File: src/rtl/game_state_ctrl.sv
// Game-state controller for the VGA runner: IDLE/RUN/PAUSE/OVER FSM with BCD score, hi-score and speed.
// Button edges and collisions are latched any time and consumed once per frame at blanking entry.
module game_state_ctrl #(
  parameter int SCORE_DIGITS     = 4,
  parameter int FRAMES_PER_POINT = 6,
  parameter int LEVEL_STEP       = 100,
  parameter int SPEED_W          = 4,
  parameter int SPEED_INIT       = 1,
  parameter int SPEED_MAX        = 15,
  parameter int OVER_HOLD_FRAMES = 30
) (
  input  logic                      CLK,
  input  logic                      RESET,
  input  logic                      vs,
  input  logic                      start_req,
  input  logic                      pause_req,
  input  logic                      collision,
  output logic [1:0]                game_status,
  output logic                      running,
  output logic                      frame_tick,
  output logic [SPEED_W-1:0]        speed,
  output logic [4*SCORE_DIGITS-1:0] score,
  output logic [4*SCORE_DIGITS-1:0] hi_score
);

  localparam int SW = 4 * SCORE_DIGITS;
  localparam int FW = $clog2(FRAMES_PER_POINT + 2);
  localparam int LW = $clog2(LEVEL_STEP + 2);
  localparam int HW = $clog2(OVER_HOLD_FRAMES + 2);

  localparam logic [FW-1:0]      FRAME_LAST   = FW'(FRAMES_PER_POINT - 1);
  localparam logic [LW-1:0]      LEVEL_LAST   = LW'(LEVEL_STEP - 1);
  localparam logic [HW-1:0]      HOLD_LAST    = HW'(OVER_HOLD_FRAMES);
  localparam logic [SPEED_W-1:0] SPEED_INIT_V = SPEED_W'(SPEED_INIT);
  localparam logic [SPEED_W-1:0] SPEED_MAX_V  = SPEED_W'(SPEED_MAX);

  typedef enum logic [1:0] {
    IDLE  = 2'd0,
    RUN   = 2'd1,
    PAUSE = 2'd2,
    OVER  = 2'd3
  } state_t;

  state_t state, state_n;

  logic          vs_q;
  logic          start_q, start_qq, pause_q, pause_qq;
  logic          start_pend, pause_pend, coll_pend;
  logic [FW-1:0] frame_cnt, frame_cnt_n;
  logic [LW-1:0] level_cnt, level_cnt_n;
  logic [HW-1:0] hold_cnt, hold_cnt_n;
  logic [SW-1:0] score_n, hi_n, score_inc;
  logic [SPEED_W-1:0] speed_n;
  logic          score_full, carry;
  logic          start_rise, pause_rise;

  assign start_rise  = start_q & ~start_qq;
  assign pause_rise  = pause_q & ~pause_qq;
  assign game_status = state;

  // BCD +1 with full ripple; score_full flags the all-9s saturation point.
  always_comb begin
    score_inc  = score;
    carry      = 1'b1;
    score_full = 1'b1;
    for (int i = 0; i < SCORE_DIGITS; i++) begin
      if (score[4*i +: 4] != 4'd9) score_full = 1'b0;
      if (carry) begin
        if (score[4*i +: 4] == 4'd9) begin
          score_inc[4*i +: 4] = 4'd0;
        end else begin
          score_inc[4*i +: 4] = score[4*i +: 4] + 4'd1;
          carry               = 1'b0;
        end
      end
    end
  end

  always_comb begin
    // NOTE: every output of this block gets a default first so no path can infer a latch.
    state_n     = state;
    score_n     = score;
    hi_n        = hi_score;
    speed_n     = speed;
    frame_cnt_n = frame_cnt;
    level_cnt_n = level_cnt;
    hold_cnt_n  = hold_cnt;
    if (frame_tick) begin
      case (state)
        IDLE: begin
          if (start_pend) begin
            state_n     = RUN;
            score_n     = '0;
            speed_n     = SPEED_INIT_V;
            frame_cnt_n = '0;
            level_cnt_n = '0;
          end
        end
        RUN: begin
          if (coll_pend) begin
            state_n    = OVER;
            hold_cnt_n = '0;
            if (score > hi_score) hi_n = score;
          end else if (pause_pend) begin
            state_n = PAUSE;
          end else if (frame_cnt == FRAME_LAST) begin
            frame_cnt_n = '0;
            if (!score_full) begin
              score_n = score_inc;
              if (level_cnt == LEVEL_LAST) begin
                level_cnt_n = '0;
                if (speed != SPEED_MAX_V) speed_n = speed + 1'b1;
              end else begin
                level_cnt_n = level_cnt + 1'b1;
              end
            end
          end else begin
            frame_cnt_n = frame_cnt + 1'b1;
          end
        end
        PAUSE: begin
          if (pause_pend || start_pend) state_n = RUN;
        end
        OVER: begin
          if (start_pend && hold_cnt == HOLD_LAST) begin
            state_n     = RUN;
            score_n     = '0;
            speed_n     = SPEED_INIT_V;
            frame_cnt_n = '0;
            level_cnt_n = '0;
            hold_cnt_n  = '0;
          end else if (hold_cnt != HOLD_LAST) begin
            hold_cnt_n = hold_cnt + 1'b1;
          end
        end
        default: state_n = IDLE;
      endcase
    end
  end

  always_ff @(posedge CLK or posedge RESET) begin
    if (RESET) begin
      state      <= IDLE;
      running    <= 1'b0;
      frame_tick <= 1'b0;
      speed      <= SPEED_INIT_V;
      score      <= '0;
      hi_score   <= '0;
      vs_q       <= 1'b0;
      start_q    <= 1'b0;
      start_qq   <= 1'b0;
      pause_q    <= 1'b0;
      pause_qq   <= 1'b0;
      start_pend <= 1'b0;
      pause_pend <= 1'b0;
      coll_pend  <= 1'b0;
      frame_cnt  <= '0;
      level_cnt  <= '0;
      hold_cnt   <= '0;
    end else begin
      // NOTE: non-blocking assignments so every register samples pre-edge values of the others.
      vs_q       <= vs;
      frame_tick <= vs_q & ~vs;
      start_q    <= start_req;
      start_qq   <= start_q;
      pause_q    <= pause_req;
      pause_qq   <= pause_q;
      // A new request in the tick cycle outranks the clear and carries into the next frame.
      start_pend <= start_rise | (start_pend & ~frame_tick);
      pause_pend <= pause_rise | (pause_pend & ~frame_tick);
      coll_pend  <= (collision & (state == RUN)) | (coll_pend & ~frame_tick);
      state      <= state_n;
      running    <= (state_n == RUN);
      speed      <= speed_n;
      score      <= score_n;
      hi_score   <= hi_n;
      frame_cnt  <= frame_cnt_n;
      level_cnt  <= level_cnt_n;
      hold_cnt   <= hold_cnt_n;
    end
  end

endmodule

File: config.mk
export PLATFORM = sky130hd
export DESIGN_NAME = game_state_ctrl
export DESIGN_NICKNAME = d
export VERILOG_FILES = /design/src/rtl/game_state_ctrl.sv
export SDC_FILE = /design/constraint.sdc
export NUM_CORES = 1
export LEC_CHECK = 0
export CAP_MARGIN = 40
export CORE_MARGIN = 2
export CORE_UTILIZATION = 25
export DETAILED_ROUTE_END_ITERATION = 7
export DONT_BUFFER_PORTS = 1
export PLACE_DENSITY = 0.39
export SLEW_MARGIN = 30
export SYNTH_ARGS = -nofsm -noshare
export SYNTH_HDL_FRONTEND = slang
export SYNTH_SLANG_ARGS = --single-unit
File: constraint.sdc
create_clock -name CLK -period 4.1 [get_ports CLK]
set_clock_uncertainty 0.1 [all_clocks]
set_input_delay 1.23 -clock CLK [delete_from_list [all_inputs] [get_ports CLK]]
set_output_delay 1.23 -clock CLK [all_outputs]
set_load 0.005 [all_outputs]
==> metrics.txt <==
synthesized cell area=between 0.003 and 0.004 mm^2; Ys Warns=0; Register-to-Register Path Depth=7; slowest CP cell=dfrtp_1; Critical Path, Cell by Cell=ha_1, nand4_1, nor4_1, o21ai_0, a31oi_2, buf_4, mux2_2; Tightest Pin Transition=roughly 0.86 ns; most frequent cell after synthesis=dfrtp_1; drt wl/cell=16.4 um; Detailed Route WL=8.88 mm; worst stage delay on the critical path=0.50 ns; Crit path max-delay family=simple AND/OR/NAND/NOR gates; leakage=~0.0018 uW; Tcrit/Tclk final=71.9%; Initial DRT Pass Iterations=4; Residual DRC=0; die height=124 um; Setup TNS=0 ns; fmax=about 340 MHz; P per Cell Area=approximately 430 mW/mm^2; DR vias=2728; most instantiated cells after synthesis=dfrtp_1 (62), inv_1 (30), ha_1 (28); Post-CTS Setup Inserts=0; Hold Path Depth=0; TritonCTS clock tree=done; Seq/Total Area, Yosys=a little over two fifths; largest net degree at the start of global routing=39; critical path type=reg2reg; Post-synth EDFFs=0; clock-pin slew on the worst setup and hold paths=around 0.05 ns; clock buffer depth=2; core area=0.0140 mm^2; RSZ-0062 raised after global routing=no; vias in the first global route=2832; CP Depth=7; Synth area leaders=dfrtp_1 (43%), ha_1 (9.7%), mux2_2 (4.7%), o21ai_0 (3.2%), o41ai_1 (3.2%); max-cap violation count=0; ANT nets after route=0; syn nets=slightly below 400; DIE AREA=about 0.015 mm^2; Yosys top cell by area=dfrtp_1; IO buf count=0; GPL Wtd Cong=0.732; Hold Buf Count CTS=0; Clock Root Buffer=clkbuf_16; grt total ovfl=0; area grow syn2layout=14.1%; DRT iter0 DRCs=about 110; storage element area=0.00158 mm^2; clk_lat worst skew=0.34 ns; detailed placement HPWL=6.24 mm; Worst EP required=4.22 ns; Multi-input gate area=around 0.0018 mm^2; Synth top area share=a little over two fifths; ant diodes=0; Pins Over Slew Limit=0; Starting Density=between 20% and 30%; Avg Cell Area, Syn=10.2 um^2; NumNets Final=392; Setup Viol. Count Final=0; crit path time final=just under 3 ns; CTS resizes=0; Slew HR=between 40 and 50%; number of synthesized register bits=63; H-tree depth=3; peak supply drop=about 0.22 mV; Top Ports=46; global-route wire length before repair=between 10 and 15 mm; asr flop ratio synth=100%; Fin. Hold Viols=0; Via density=between 5 and 6; Worst Path Max Fanout=14; setup ws final=about 1.2 ns; initial antenna violation count=0; fin util=slightly below 30%; Setup WS pre-CTS=roughly 1.1 ns; Layout fillers=1485; Total Power=about 1800 uW; Rows=43; GR Util All Layers=roughly 13%; overall die width=between 100 and 150 um; class of the worst hold path=reg2reg; Top FF cell, synth=dfrtp_1; outcome=finished, final reports clean; CTS Sinks=63; Cells after Synth=between 300 and 400; Worst Path Arrival=3.07 ns; layout cell share with drive strength beyond 1=between 10 and 15%; crit end category=flop; Synth cell types=between 50 and 60; CTS buffer count=9; Buffers & Inverters on Critical Path=1; startpoint types=flop
[layer usage]
metal | part of all wire (%) | vias to the layer above | wire [um] | track usage, %
met2 | 45 | 67 | 4040 | 19.7
met4 | 1.9 | 0 | 173 | 5.13
li1 | - | 1323 | - | -
met3 | 7.4 | 13 | 655 | 5.13
met1 | 45 | 1325 | 4010 | 15.4
met5 | 0 | - | 0 | 0
[final cells by class]
class | instances | area share [%]
multi-input cells | 245 | 44.8
repair buffers | 9 | 1.73
clock buffers | 12 | 6.47
well taps | 180 | 5.47
clock inverters | 3 | 0.425
flip-flops and latches | 63 | 38.3
inverters | 30 | 2.73
[cell families (layout without fill, tap and decap cells)]
kind of cell    Yosys count  in the layout  share of synthesized area [%]
compound gates           90             90                           18.1
fa+ha+maj                28             28                           9.71
buf+inv                  46             54                           5.27
flops                    63             63                           43.7
mux                      21             21                           6.35
simple gates            106            106                           16.9
[worst paths after layout]
path                                        from                  endpoint  slack [ns]
setup / recovery           score[12]$_DFFE_PP0P_  hi_score[11]$_DFFE_PP0P_        1.15
hold / removal                 pause_q$_DFF_PP0_        pause_qq$_DFF_PP0_        0.27
setup reg to reg           score[12]$_DFFE_PP0P_  hi_score[11]$_DFFE_PP0P_        1.15
hold reg to reg                pause_q$_DFF_PP0_        pause_qq$_DFF_PP0_        0.27
max in group asynchronous                  RESET      speed[0]$_DFFE_PP1P_        2.69
min in group asynchronous                  RESET   hi_score[1]$_DFFE_PP0P_        0.51
[per-stage QoR]
stage               hold slack [ns]  std cells  instance area, um^2
finish                        0.273        542                 4120
global route                  0.280        542                 4120
CTS                           0.276        541                 4110
detailed placement            0.263        526                 3820
global placement              0.262        526                 3820
floorplan                     0.254        354                 3610
[cells in the final DEF (no fill, tap or decap), types with 9 or more instances in the layout]
cell type	count
dfrtp_1	62
inv_1	29
ha_1	28
o21ai_0	23
nand2_1	21
mux2_2	15
nor2_1	13
o41ai_1	13
o31ai_1	12
nand3_1	11
nor2b_1	9
a21oi_1	9
clkbuf_16	9
[report_power, final]
part	internal, uW	leakage, uW	switching, uW
registers	688	0.000835	107
clock network	452	0.000140	277
logic	116	0.000788	140
total	1260	0.00176	525
[sequential cells by signal, summed over array words and instances, names as in the netlist]
signal / cells
hi_score: 16
score: 16
level_cnt: 7
hold_cnt: 5
speed: 4
frame_cnt: 3
game_status: 2
coll_pend: 1
frame_tick: 1
pause_pend: 1
pause_q: 1
pause_qq: 1
running: 1
start_pend: 1
start_q: 1
start_qq: 1
vs_q: 1
(Power assumes the default switching activity.)
